==> src/rtl/sub16_pkg.sv <==
// Shared constants and state encoding for the serial 16-bit subtractor.
//   WIDTH : operand/result width
//   SLICE : bits processed per RUN cycle
//   STEPS : number of RUN cycles per operation
package sub16_pkg;

  localparam int WIDTH = 16;
  localparam int SLICE = 4;
  localparam int STEPS = WIDTH / SLICE;

  typedef enum logic [1:0] {
    IDLE = 2'b00,
    RUN  = 2'b01,
    DONE = 2'b10
  } state_t;

endpackage

==> src/rtl/sub_slice_4.sv <==
// Combinational 4-bit borrow-ripple subtractor: d = a - b - bin.
// Ports:
//   a, b : 4-bit minuend / subtrahend
//   bin  : borrow in
//   d    : 4-bit difference
//   bout : borrow out of bit 3
module sub_slice_4 (
  input  logic [3:0] a,
  input  logic [3:0] b,
  input  logic       bin,
  output logic [3:0] d,
  output logic       bout
);

  // Scalar ripple variable keeps the chain a simple sequential evaluation.
  logic c;

  always_comb begin
    c = bin;
    d = '0;
    for (int i = 0; i < 4; i++) begin
      d[i] = a[i] ^ b[i] ^ c;
      c    = (~a[i] & b[i]) | (~(a[i] ^ b[i]) & c);
    end
    bout = c;
  end

endmodule

==> src/rtl/sub_16_serial.sv <==
// Multi-cycle 16-bit subtractor: diff = inp1 - inp2 - bin, one 4-bit slice
// per clock, LSB slice first, through a single shared slice subtractor.
// Ports:
//   clk, rst          : clock, asynchronous active-high reset
//   start, ready      : request / accept handshake (accepted when ready=1)
//   inp1, inp2, bin   : operands and borrow-in, sampled at the accepting edge
//   done              : one-cycle pulse, result valid
//   diff, bout, zero, ovf : registered result and flags
//
// state | meaning
// ------+--------------------------------------------------
// IDLE  | ready=1, waiting for start, holding last result
// RUN   | one slice per edge, idx 0..STEPS-1
// DONE  | done=1 for one cycle, then back to IDLE
module sub_16_serial
  import sub16_pkg::*;
(
  input  logic             clk,
  input  logic             rst,
  input  logic             start,
  input  logic [WIDTH-1:0] inp1,
  input  logic [WIDTH-1:0] inp2,
  input  logic             bin,
  output logic             ready,
  output logic             done,
  output logic [WIDTH-1:0] diff,
  output logic             bout,
  output logic             zero,
  output logic             ovf
);

  localparam logic [1:0] LAST = 2'(STEPS - 1);

  state_t           state, state_next;
  logic [WIDTH-1:0] op_a, op_b;
  logic             borrow;
  logic [1:0]       idx;

  logic [SLICE-1:0] s_a, s_b, s_d;
  logic             s_bout;
  logic [WIDTH-1:0] diff_new;

  assign s_a = op_a[int'(idx)*SLICE +: SLICE];
  assign s_b = op_b[int'(idx)*SLICE +: SLICE];

  sub_slice_4 u_slice (
    .a    (s_a),
    .b    (s_b),
    .bin  (borrow),
    .d    (s_d),
    .bout (s_bout)
  );

  // Full result as it will look after this edge; flags on the last slice
  // must see the freshly written top slice.
  always_comb begin
    diff_new = diff;
    diff_new[int'(idx)*SLICE +: SLICE] = s_d;
  end

  always_ff @(posedge clk or posedge rst) begin
    if (rst) state <= IDLE;
    else     state <= state_next;
  end

  always_comb begin
    state_next = IDLE;
    ready      = 1'b0;
    done       = 1'b0;
    case (state)
      IDLE: begin
        ready      = 1'b1;
        state_next = start ? RUN : IDLE;
      end
      RUN:  state_next = (idx == LAST) ? DONE : RUN;
      DONE: begin
        done       = 1'b1;
        state_next = IDLE;
      end
      default: state_next = IDLE;
    endcase
  end

  always_ff @(posedge clk or posedge rst) begin
    if (rst) begin
      op_a   <= '0;
      op_b   <= '0;
      borrow <= 1'b0;
      idx    <= '0;
      diff   <= '0;
      bout   <= 1'b0;
      zero   <= 1'b0;
      ovf    <= 1'b0;
    end else begin
      case (state)
        IDLE: begin
          if (start) begin
            op_a   <= inp1;
            op_b   <= inp2;
            borrow <= bin;
            idx    <= '0;
          end
        end
        RUN: begin
          diff   <= diff_new;
          borrow <= s_bout;
          idx    <= idx + 2'd1;
          if (idx == LAST) begin
            bout <= s_bout;
            zero <= (diff_new == '0);
            ovf  <= (op_a[WIDTH-1] != op_b[WIDTH-1]) &&
                    (diff_new[WIDTH-1] != op_a[WIDTH-1]);
          end
        end
        default: ;
      endcase
    end
  end

endmodule

==> config.mk <==
export PLATFORM = sky130hd
export DESIGN_NAME = sub_16_serial
export DESIGN_NICKNAME = d
export VERILOG_FILES = /design/src/rtl/sub16_pkg.sv /design/src/rtl/sub_slice_4.sv /design/src/rtl/sub_16_serial.sv
export SDC_FILE = /design/constraint.sdc
export NUM_CORES = 1
export LEC_CHECK = 0
export ABC_CLOCK_PERIOD_IN_PS = 3900
export CORE_ASPECT_RATIO = 1.1
export CORE_MARGIN = 10
export CORE_UTILIZATION = 51
export CTS_BUF_LIST = sky130_fd_sc_hd__clkbuf_16
export CTS_CLUSTER_DIAMETER = 60
export DETAILED_ROUTE_END_ITERATION = 8
export PLACE_DENSITY = 0.8
export SYNTH_ARGS = -nofsm -noshare
export SYNTH_HDL_FRONTEND = slang
export SYNTH_SLANG_ARGS = --single-unit
==> constraint.sdc <==
create_clock -name clk -period 3.9 [get_ports clk]
set_input_delay 0.975 -clock clk [delete_from_list [all_inputs] [get_ports clk]]
set_output_delay 0.975 -clock clk [all_outputs]
set_load 0.005 [all_outputs]
Word level (Yosys, flattened, before mapping). Index checks and enable logic that the tools add are counted.

Register bits: 56. Input port bits: 36. Output and inout bits: 21. Logic and storage cells: 66.

Add/subtract/negate cells: 2. Eq/ne operators: 6. Shift-type cells: 4. Mux-type cells: 10. Bitwise operators: 28. Reductions and logical operators: 7.

Operator list (number): 4-bit negator with 33-bit output (1); 4-bit by 33-bit variable shift with 16-bit output (first input constant) (1); 4-bit by 33-bit variable part select with 16-bit output (1); 16-bit by 5-bit variable part select with 4-bit output (2); 16-bit bitwise mux (1); 16-bit zero test (1); 1-bit AND (8); 1-bit NOT (8); 2-bit one-hot mux with 2 select lines (2); 1-bit XOR (8); 2-bit AND reduction (3); 2-bit == test (second input constant) (2); 1-bit two-way mux (4); 2-bit two-way mux (2); 1-bit bitwise OR (4); 2-bit by 1-bit adder with 2-bit output (second input constant) (1); 2-bit by 1-bit == test with 1-bit output (second input constant) (1); 2-bit zero test (1); 1-bit inequality test (2); 2-bit inequality test (second input constant) (1); 1-bit one-hot mux with 2 select lines (1); 2-bit nonzero test (1); 1-bit logical AND (1).

Logic depth before layout (Yosys ltp). Gate-level depths: netlist (run 1).

Depth in word-level cells: 14. Depth in mapped cells: 13. Mapped depth without buffers: 12.

Hierarchy. A second synthesis (run 1) with hierarchy kept.

Cell total of the unflattened synthesis: 212. Area total of the unflattened synthesis: 2722.6 sq um.

Modules (own cells, without submodules): sub_16_serial (times used 1, cells an instance 198, area each 2605.0 sq um, sequential area each 1401.3 sq um); sub_slice_4 (times used 1, cells an instance 14, area each 117.6 sq um, sequential area each 0.0 sq um).

Worst setup path after synthesis (run 1). OpenSTA, ideal clock, no wires.

Kind: register -> register. Start: register idx[0]. End: register zero. Library setup time: 0.122 ns. Data arrival time: 3.370 ns. Data required time: 3.778 ns. Slack: 0.408 ns. Cell stages (with the launch flop): 14. Path buffers: 1. Period minus slack after synthesis: 3.492 ns. Path through: dfrtp_1 buf_2 mux4_2 inv_1 fa_1 inv_1 fa_1 fa_1 inv_1 fa_1 nand2_1 o21bai_1 o211a_1 a32o_1.

Word-level cells in the longest chain between the ends: 13. Elaborated cells between the ends (all ways): 32. Classes of those cells: add/sub (1); eq/ne (1); shift (4); mux (1); bitwise (23); reduce/logical (2).

RTL lines: from (decl) (RTL line sub_16_serial.sv:37) `logic [1:0] idx;`; from (signal assigned) (RTL line sub_16_serial.sv:107) `idx <= idx + 2'd1;`; 16-bit by 5-bit variable part select with 4-bit output, on equally long branches (RTL line sub_16_serial.sv:43, sub_16_serial.sv:44); 1-bit XOR (RTL line sub_slice_4.sv:22, sub_slice_4.sv:23); 1-bit NOT (RTL line sub_slice_4.sv:23) `c = (~a[i] & b[i]) | (~(a[i] ^ b[i]) & c);`; 1-bit AND (RTL line sub_slice_4.sv:23); 1-bit bitwise OR (RTL line sub_slice_4.sv:23); 1-bit AND (RTL line sub_slice_4.sv:23); 1-bit bitwise OR (RTL line sub_slice_4.sv:23); 1-bit AND (RTL line sub_slice_4.sv:23); 1-bit bitwise OR (RTL line sub_slice_4.sv:23); 1-bit XOR (RTL line sub_slice_4.sv:22) `d[i] = a[i] ^ b[i] ^ c;`; 4-bit by 33-bit variable part select with 16-bit output (RTL line sub_16_serial.sv:58) `diff_new[int'(idx)*SLICE +: SLICE] = s_d;`; 16-bit bitwise mux (RTL line sub_16_serial.sv:58); 16-bit zero test (RTL line sub_16_serial.sv:110) `zero <= (diff_new == '0);`; to (signal assigned) (RTL line sub_16_serial.sv:110); to (decl) (RTL line sub_16_serial.sv:28) `output logic zero,`.

Parallel ways exist; a longest one is shown, timed or not. A chain may end at the register's enable or synchronous reset.

Final worst setup path (run 1).
Start: register idx[0]. End: register ovf.

Word-level cells in the longest chain between the ends: 14. Elaborated cells between the ends (all ways): 33. Classes of those cells: add/sub (1); eq/ne (2); shift (4); mux (1); bitwise (23); reduce/logical (2).

RTL lines: 16-bit by 5-bit variable part select with 4-bit output, on equally long branches (RTL line sub_16_serial.sv:43, sub_16_serial.sv:44); 1-bit XOR (RTL line sub_slice_4.sv:22, sub_slice_4.sv:23); 1-bit NOT (RTL line sub_slice_4.sv:23); 1-bit AND (RTL line sub_slice_4.sv:23); 1-bit bitwise OR (RTL line sub_slice_4.sv:23); 1-bit AND (RTL line sub_slice_4.sv:23); 1-bit bitwise OR (RTL line sub_slice_4.sv:23); 1-bit AND (RTL line sub_slice_4.sv:23); 1-bit bitwise OR (RTL line sub_slice_4.sv:23); 1-bit XOR (RTL line sub_slice_4.sv:22); 4-bit by 33-bit variable part select with 16-bit output (RTL line sub_16_serial.sv:58); 16-bit bitwise mux (RTL line sub_16_serial.sv:58); 1-bit inequality test (RTL line sub_16_serial.sv:112) `(diff_new[WIDTH-1] != op_a[WIDTH-1]);`; 1-bit logical AND (RTL line sub_16_serial.sv:111) `ovf <= (op_a[WIDTH-1] != op_b[WIDTH-1]) &&`; to (signal assigned) (RTL line sub_16_serial.sv:111); to (decl) (RTL line sub_16_serial.sv:29) `output logic ovf`.

Parallel ways exist; a longest one is shown, timed or not.

==> results of run 1 <==
==> kinds of logic after synthesis <==
family | count (synthesis) | share of synthesized area (%)
and+or+nand+nor | 152 | 23.1
DFF | 56 | 52.0
AOI/OAI and AO/OA | 31 | 7.01
buffers and inverters | 25 | 3.85
muxes | 12 | 8.26
adders and majority gates | 10 | 5.76
==> where the power goes <==
group          switching (uW)  leakage (uW)  total [uW]  internal [uW]
registers                 177      0.000715        1010            837
clock network             197     0.0000657         430            233
logic                     913      0.000844        1640            722
==> area by class of cell <==
cell class	count	area [um^2]	share of cell area, %
inverter	13	48.8	1.42
clock buffer	5	125	3.64
clock inverter	2	12.5	0.364
sequential	56	1400	40.8
timing repair buffer	59	583	17.0
tap	58	72.6	2.11
multi-input combinational	205	1190	34.7
==> layout by cell type (no fill, tap or decap), types with 2 or more instances in the layout <==
cell type | Yosys | final
buf_4 | 1 | 3
fa_1 | 4 | 4
inv_1 | 12 | 11
nand2_1 | 124 | 124
mux2i_1 | 2 | 2
a31oi_1 | 3 | 3
nand3_1 | 5 | 5
nor3b_1 | 3 | 3
nor2b_1 | 7 | 7
dfrtp_1 | 56 | 56
ha_1 | 6 | 6
clkbuf_16 | 0 | 5
mux4_2 | 8 | 8
nor2_1 | 5 | 5
inv_2 | 1 | 2
o22ai_1 | 2 | 2
nor3_1 | 3 | 3
clkdlybuf4s50_1 | 0 | 56
o31ai_1 | 2 | 2
mux2_2 | 2 | 2
o21ai_0 | 17 | 17
==> worst max path at each step <==
stage,startpoint,endpoint,cells past startpoint,slack (ns)
after floorplan,idx[0],zero,13,0.41
after global placement,idx[0],zero,10,0.65
after detailed placement,idx[0],zero,10,0.57
after CTS,idx[0],ovf,12,0.49
after global routing,idx[0],ovf,12,0.29
final,idx[0],ovf,12,0.47
==> per-stage QoR <==
stage               cell area (um^2)  cells  total power [uW]
floorplan                       2700    286              2080
global placement                3300    391              2590
detailed placement              3300    391              2640
CTS                             3430    398              3080
global route                    3430    398              3320
finish                          3430    398              3080
==> metal layers <==
metal,track usage [%],vias up,share of wire [%]
li1,-,1035,-
met1,17.5,1034,43
met2,25.4,71,50
met3,4.40,7,6.6
met4,3.98,0,1.1
met5,0,-,0
==> state kept, by name, indices dropped and copies added, names as in the netlist <==
signal	flops
state	2
diff	16
bout	1
ovf	1
borrow	1
op_b	16
idx	2
zero	1
op_a	16
==> worst max-delay path, stage by stage (launching register included) <==
cell     delay (ns)
dfrtp_1        0.38
buf_4          0.27
mux4_2         0.56
fa_1           0.37
inv_1          0.07
fa_1           0.17
fa_1           0.16
inv_1          0.05
fa_1           0.61
inv_1          0.07
a31oi_1        0.25
mux2i_1        0.26
o21ai_1        0.10
==> flow_summary.toml, run 1 <==
[outcome]
outcome = "finished, final reports clean"

[clocking]
cts_setup_buffers = 0
insertion_delay_ns = 0.29
tritoncts = "done"
clock-sinks = 56
cts-root-buf = "clkbuf_16"
htree_levels = 2
clk_pin_slew_worst_paths_ns = 0.07
clk_path_buf_depth = 2
holdBufCountCts = 0
cts_resized = 0
cts_made_buffers = 5

[setup_path]
cp.arrival_ns = 3.60
worst-setup-path-type = "reg2reg"
cp.required_ns = 4.07
timing.rr.start = "idx[0]"
reg2reg_slack_ns = 0.47
crit_fanout = 17
regToRegEndpoint = "ovf"
cp-start-kind = "flip-flop"
endpoint_kind = "flip-flop"
reg2regPathDepth = 12

[grt]
grt_usage_pct = 14.8
grt_pass1_wl_mm = 9.98
grt_max_degree = 57
grt_pass1_vias = 2132
overflow = 0
antenna_found_initial = 0

[timing]
setup_slack_ns = 0.471
whs_ns = 0.473
tns_ns = 0
hold_viol = 0
rsz0062_at_grt = "no"
slew_violations = 0
max_freq_mhz = 292
fin_crit_ns = 3.43
slew_headroom_pct = 25.7
fin_crit_sh_pct = 87.9
clock-skew-final_ns = 0.00561
setup_violations = 0
worstMarginPinSlew_ns = 1.11

[yosys]
synth_nets = 332
synthTopCellsByArea = "dfrtp_1, nand2_1, mux4_2"
synth_seq_area_share_pct = 52.0
synth_largest_area_cell = "dfrtp_1"
yosysUniqueCellTypes = 33
syn_area_per_cell_um2 = 9.42
synth_most_common_cell = "nand2_1"
synth_edf_count = 0
syn_inst = 286
yosysTopAreaCellShare_pct = 52.0
ys_warn_count = 0
synth_common_cells = "nand2_1, dfrtp_1, o21ai_0, inv_1, mux4_2"
ys_ff_latch = 56
synth_area_um2 = 2700
synth_top_flop_cell = "dfrtp_1"
ys_async_sr_fraction_pct = 100

[pwr]
p_leak_uw = 0.00163
irDropWorstVdd_uv = 392
powerDensity_nw_per_um2 = 897

[floorplanning]
core_um2 = 5070
die_width_um = 89.3
fp.dieH_um = 96.2
num_rows = 27
pin_count = 57
start_util_pct = 53.2
fp.dieArea_um2 = 8600

[flow_run]
drv_cap = 0

[min_path]
min_path_cells = 2
min_delay_worst_endpoint = "op_b[9]"
hp-start = "op_b[9]"
worstHoldPathType = "reg2reg"

[cells_and_area]
nFillCells = 419
syn_to_final_growth_pct = 27.4
insertedDiodeCount = 0
layout.core_utilization_pct = 67.8
final_nets = 386
drive_above_1_share_pct = 6.76

[place]
pre_cts_ws_ns = 0.567
io_buffers = 56
place_congestion = 0.842
hpwlAfterDp_mm = 4.63

[routing]
drt-vias-per-instance = 5.39
route.detailed.drc = 0
vias = 2147
postRouteAntennaNets = 0
wirelength_mm = 6.26
post_drt_wl_per_cell_um = 15.7
drt_iter0_markers = 138
drtPass1Iterations = 5
Power figures use the tool's default switching activity.
==> inputs of run 2 (changes only) <==
--- a/config.mk
+++ b/config.mk
@@ -5,14 +5,14 @@
 export SDC_FILE = /design/constraint.sdc
 export NUM_CORES = 1
 export LEC_CHECK = 0
-export ABC_CLOCK_PERIOD_IN_PS = 3900
+export ABC_CLOCK_PERIOD_IN_PS = 2800
 export CORE_ASPECT_RATIO = 1.1
 export CORE_MARGIN = 10
-export CORE_UTILIZATION = 51
+export CORE_UTILIZATION = 46
 export CTS_BUF_LIST = sky130_fd_sc_hd__clkbuf_16
 export CTS_CLUSTER_DIAMETER = 60
 export DETAILED_ROUTE_END_ITERATION = 8
-export PLACE_DENSITY = 0.8
+export PLACE_DENSITY = 0.76
 export SYNTH_ARGS = -nofsm -noshare
 export SYNTH_HDL_FRONTEND = slang
 export SYNTH_SLANG_ARGS = --single-unit
==> constraint.sdc (replaced) <==
create_clock -name clk -period 2.8 [get_ports clk]
set_input_delay 0.7 -clock clk [delete_from_list [all_inputs] [get_ports clk]]
set_output_delay 0.7 -clock clk [all_outputs]
set_load 0.005 [all_outputs]
==> flow_summary.toml, run 2 (synthesis gave the netlist of run 1 again) <==
[cells_and_area]
syn_to_final_growth_pct = 35.5
drive_above_1_share_pct = 13.5
layout.core_utilization_pct = 63.7
final_nets = 400
insertedDiodeCount = 0
largestRegisters = "diff x16, op_a x16, op_b x16"
layout_commonest_cell = "nand2_1"
layout_common_cells = "nand2_1, clkdlybuf4s50_1, dfrtp_1, o21ai_0, buf_4"

[clocking]
clk_pin_slew_worst_paths_ns = 0.07
holdBufCountCts = 0
cts_made_buffers = 5
insertion_delay_ns = 0.29
clock-sinks = 56
cts-root-buf = "clkbuf_16"
tritoncts = "done"
htree_levels = 2
clk_path_buf_depth = 2

[setup_path]
critPathTopFamily = "adder cells"
cp.required_ns = 2.98
cp_cell_sequence = "mux4_2 > inv_2 > fa_2 > inv_2 > fa_2 > fa_2 > inv_2 > fa_1 > nand2_1 > o21bai_1 > o211a_1 > a32o_1"
cp-start-kind = "flip-flop"
worst-setup-path-type = "reg2reg"
cp.depth = 12
slowest_delay_ns = 0.52
cp.buffers_inverters = 3
crit_fanout = 3
cp.arrival_ns = 3.31
reg2reg_slack_ns = -0.33
endpoint = "zero"
endpoint_kind = "flip-flop"
timing.rr.start = "idx[0]"
reg2regPathDepth = 12
cp-startpoint = "idx[0]"
regToRegEndpoint = "zero"
cp_slowest_cell = "mux4_2"

[outcome]
outcome = "finished with violations"
violations = "negative setup slack"

[timing]
setup_violations = 6
fin_crit_sh_pct = 112
clock-skew-final_ns = 0.00888
worstMarginPinSlew_ns = 0.596
setup_slack_ns = -0.328
rsz0062_at_grt = "yes"
hold_viol = 0
slew_violations = 0
tns_ns = -0.857
fin_crit_ns = 3.13
max_freq_mhz = 320
slew_headroom_pct = 60.2

[place]
place_congestion = 0.823
io_buffers = 56
hpwlAfterDp_mm = 4.83

[routing]
route.met3.wl_um = 390
wl_met1_mm = 2.74
post_drt_wl_per_cell_um = 15.0
route.detailed.drc = 0
routed.top_layer = "met4"
vias = 2181
drtPass1Iterations = 4
drt-vias-per-instance = 5.05
drt_iter0_markers = 88
wl_met2_mm = 3.26
wirelength_mm = 6.48
postRouteAntennaNets = 0

[pwr]
pwr-share-seq_pct = 28.2
p_leak_uw = 0.00172
combPwrFrac_pct = 58.1
swShare_pct = 40.0
power.total_uw = 4990
p_sw_uw = 2000
p_int_uw = 2990
clkPwrFrac_pct = 13.7
irDropWorstVdd_uv = 842
powerDensity_nw_per_um2 = 1370

[min_path]
worstHoldPathType = "reg2reg"
min_path_cells = 2

[floorplanning]
fp.dieH_um = 100
start_util_pct = 47.0
num_rows = 29
core_um2 = 5730
fp.dieArea_um2 = 9320
die_width_um = 93.0
pin_count = 57

[grt]
overflow = 0
grt_pass1_wl_mm = 11.0
grt_usage_pct = 14.2
grt_max_degree = 35
antenna_found_initial = 0
grt_pass1_vias = 2382

[flow_run]
drv_cap = 0
run 2: changes by cell type in the layout (fill, tap and decap cells not counted), moves of 2 or more:
cell	previous run	this run
o21ai_0	17	13
fa_2	0	3
buf_4	3	12
inv_1	11	7
clkinv_1	0	2
fa_1	4	1
o21ai_2	0	3
buf_6	0	4
inv_2	2	5
run 2: area by class of cell:
type,count,area (um^2)
timing repair buffer,73,716
clock buffer,5,125
sequential,56,1400
multi-input combinational,205,1220
inverter,13,51.3
clock inverter,3,37.5
tap,77,96.3
fill,487,2080
run 2: worst min-delay path by stage:
stage | startpoint | to | slack, ns
detailed placement | op_a[12] | op_a[12] | 0.46
floorplan | op_a[10] | op_a[10] | 0.44
global route | op_b[4] | op_b[4] | 0.50
global placement | op_b[6] | op_b[6] | 0.46
CTS | op_a[12] | op_a[12] | 0.48
finish | op_a[12] | op_a[12] | 0.47
run 2: power by group through the flow:
stage	Combinational (uW)	Clock (uW)	Sequential (uW)
3_3_place_gp	2490	0	1410
4_1_cts	2600	700	1410
5_1_grt	3200	734	1450
2_1_floorplan	1610	0	1360
3_5_place_dp	2570	0	1420
6_report	2900	685	1410
run 2: per-stage QoR:
stage	cell area [um^2]	worst slack (ns)	std cells	hold WS, ns
2_1_floorplan	2720	-0.443	286	0.440
3_3_place_gp	3430	-0.247	421	0.458
3_5_place_dp	3430	-0.292	421	0.460
4_1_cts	3590	-0.299	429	0.476
5_1_grt	3650	-0.431	432	0.498
6_report	3650	-0.328	432	0.473
run 2: what timing repair did:
item | in CTS | in global routing
cloned | 0 | 0
endpoints found under the setup margin | 4 | 6
setup buffers | 0 | 3
pin swaps | 1 | 4
resized for setup | 1 | 14
run 2: tightest hold or removal path, cell delays in order (launching register included):
cell	delay, ns
dfrtp_1	0.34
nand2_1	0.05
nand2_1	0.05
run 2: routing by layer:
layer	up-vias	global-route usage, %
met1	1033	17.0
met4	0	3.21
met2	68	24.4
li1	1070	-
met5	-	0
met3	10	4.33
==> inputs of run 3 (changes only) <==
--- a/config.mk
+++ b/config.mk
@@ -8,11 +8,11 @@
 export ABC_CLOCK_PERIOD_IN_PS = 2800
 export CORE_ASPECT_RATIO = 1.1
 export CORE_MARGIN = 10
-export CORE_UTILIZATION = 46
+export CORE_UTILIZATION = 31
 export CTS_BUF_LIST = sky130_fd_sc_hd__clkbuf_16
 export CTS_CLUSTER_DIAMETER = 60
 export DETAILED_ROUTE_END_ITERATION = 8
-export PLACE_DENSITY = 0.76
+export DONT_BUFFER_PORTS = 1
 export SYNTH_ARGS = -nofsm -noshare
 export SYNTH_HDL_FRONTEND = slang
 export SYNTH_SLANG_ARGS = --single-unit
==> flow_summary.toml, run 3 (synthesis gave the netlist of run 1 again) <==
[timing]
setup_slack_ns = -0.314
slew_violations = 0
tns_ns = -0.778
hold_viol = 0
worstMarginPinSlew_ns = 0.627
slew_headroom_pct = 58.2
setup_violations = 5
rsz0062_at_grt = "yes"
fin_crit_sh_pct = 111
fin_crit_ns = 3.11
clock-skew-final_ns = 0.00515
max_freq_mhz = 321

[routing]
wirelength_mm = 6.50
post_drt_wl_per_cell_um = 16.0
vias = 1906
route.detailed.drc = 0
drtPass1Iterations = 4
postRouteAntennaNets = 0
drt_iter0_markers = 120
drt-vias-per-instance = 4.69

[outcome]
outcome = "finished with violations"
violations = "negative setup slack"

[place]
place_congestion = 0.862
pre_cts_ws_ns = -0.340
hpwlAfterDp_mm = 5.05
io_buffers = 0
dp.cells = 398

[floorplanning]
core_um2 = 8450
num_rows = 35
pin_count = 57
fp.dieH_um = 118
die_width_um = 109
start_util_pct = 31.9
fp.dieArea_um2 = 12800

[pwr]
power.total_uw = 4330
powerDensity_nw_per_um2 = 1420
p_leak_uw = 0.00146
irDropWorstVdd_uv = 640

[clocking]
clk_pin_slew_worst_paths_ns = 0.07
clk_path_buf_depth = 2
htree_levels = 2
insertion_delay_ns = 0.29
clock-sinks = 56
cts-root-buf = "clkbuf_16"
tritoncts = "done"
cts_setup_buffers = 0
cts_made_buffers = 5

[setup_path]
endpoint_kind = "flip-flop"
cp.arrival_ns = 3.30
reg2regPathDepth = 12
crit_fanout = 4
cp-start-kind = "flip-flop"
cp.required_ns = 2.98
worst-setup-path-type = "reg2reg"

[cells_and_area]
multi_input_area_um2 = 1210
seq_area_um2 = 1400
largestRegisters = "diff x16, op_a x16, op_b x16"
nFillCells = 863
final_cells = 406
layout_commonest_cell = "nand2_1"
layout_common_cells = "nand2_1, dfrtp_1, o21ai_0, buf_4, inv_1"
syn_to_final_growth_pct = 13.0
insertedDiodeCount = 0
drive_above_1_share_pct = 13.6
final_nets = 340
layout.core_utilization_pct = 36.0

[grt]
grt_pass1_vias = 2057
overflow = 0
grt_usage_pct = 10.4
antenna_found_initial = 0
grt_pass1_wl_mm = 10.9
grt_max_degree = 35

[min_path]
worstHoldPathType = "in2async"

[flow_run]
drv_cap = 0
run 3: per-stage QoR:
| step | area (um^2) | hold slack [ns] |
|---|---|---|
| after floorplan | 2720 | 0.440 |
| after global placement | 2890 | 0.458 |
| after detailed placement | 2890 | 0.461 |
| after CTS | 3030 | 0.391 |
| after global routing | 3040 | 0.409 |
| final | 3040 | 0.367 |
run 3: final timing paths:
kind                       startpoint       to  slack, ns
setup / recovery               idx[0]     zero      -0.31
min in group clk              op_b[3]  op_b[3]       0.48
hold / removal                    rst     zero       0.37
setup reg to reg               idx[0]     zero      -0.31
max in group asynchronous         rst  diff[3]       1.80
hold reg to reg               op_b[3]  op_b[3]       0.48
run 3: cell type report:
class / count / area share (%)
multi-input cells: 205 / 39.8
repair buffers: 13 / 3.33
inverters: 13 / 1.60
flip-flops and latches: 56 / 46.1
clock buffers: 5 / 4.11
clock inverters: 3 / 0.493
well taps: 111 / 4.56
run 3: power by group:
group | internal [uW] | switching (uW) | leakage [uW] | total, uW
combinational | 976 | 1320 | 0.000681 | 2290
sequential | 1170 | 270 | 0.000714 | 1440
clock | 326 | 276 | 0.0000687 | 602
total | 2470 | 1870 | 0.00146 | 4330
run 3: metal layers:
layer / up-vias / part of all wire [%] / global-route usage, %
met5: - / 0 / 0
met4: 0 / 0.40 / 2.15
met3: 2 / 9.4 / 3.83
met2: 49 / 46 / 16.1
met1: 909 / 44 / 13.3
li1: 946 / - / -
run 3: repair_timing:
| action | 4_1_cts | 5_1_grt |
|---|---|---|
| setup endpoints to repair | 4 | 6 |
| pin swaps | 1 | 2 |
| hold buffers | 0 | 0 |
| resized for setup | 1 | 3 |
run 3: worst max-delay path, cell delays in order, from the launching register on:
cell      delay (ns)
dfrtp_2         0.42
mux4_2          0.51
inv_2           0.07
fa_1            0.17
inv_2           0.04
fa_2            0.33
fa_2            0.34
inv_2           0.06
fa_1            0.46
nand2_2         0.09
o21bai_1        0.06
o211a_1         0.20
a32o_1          0.25
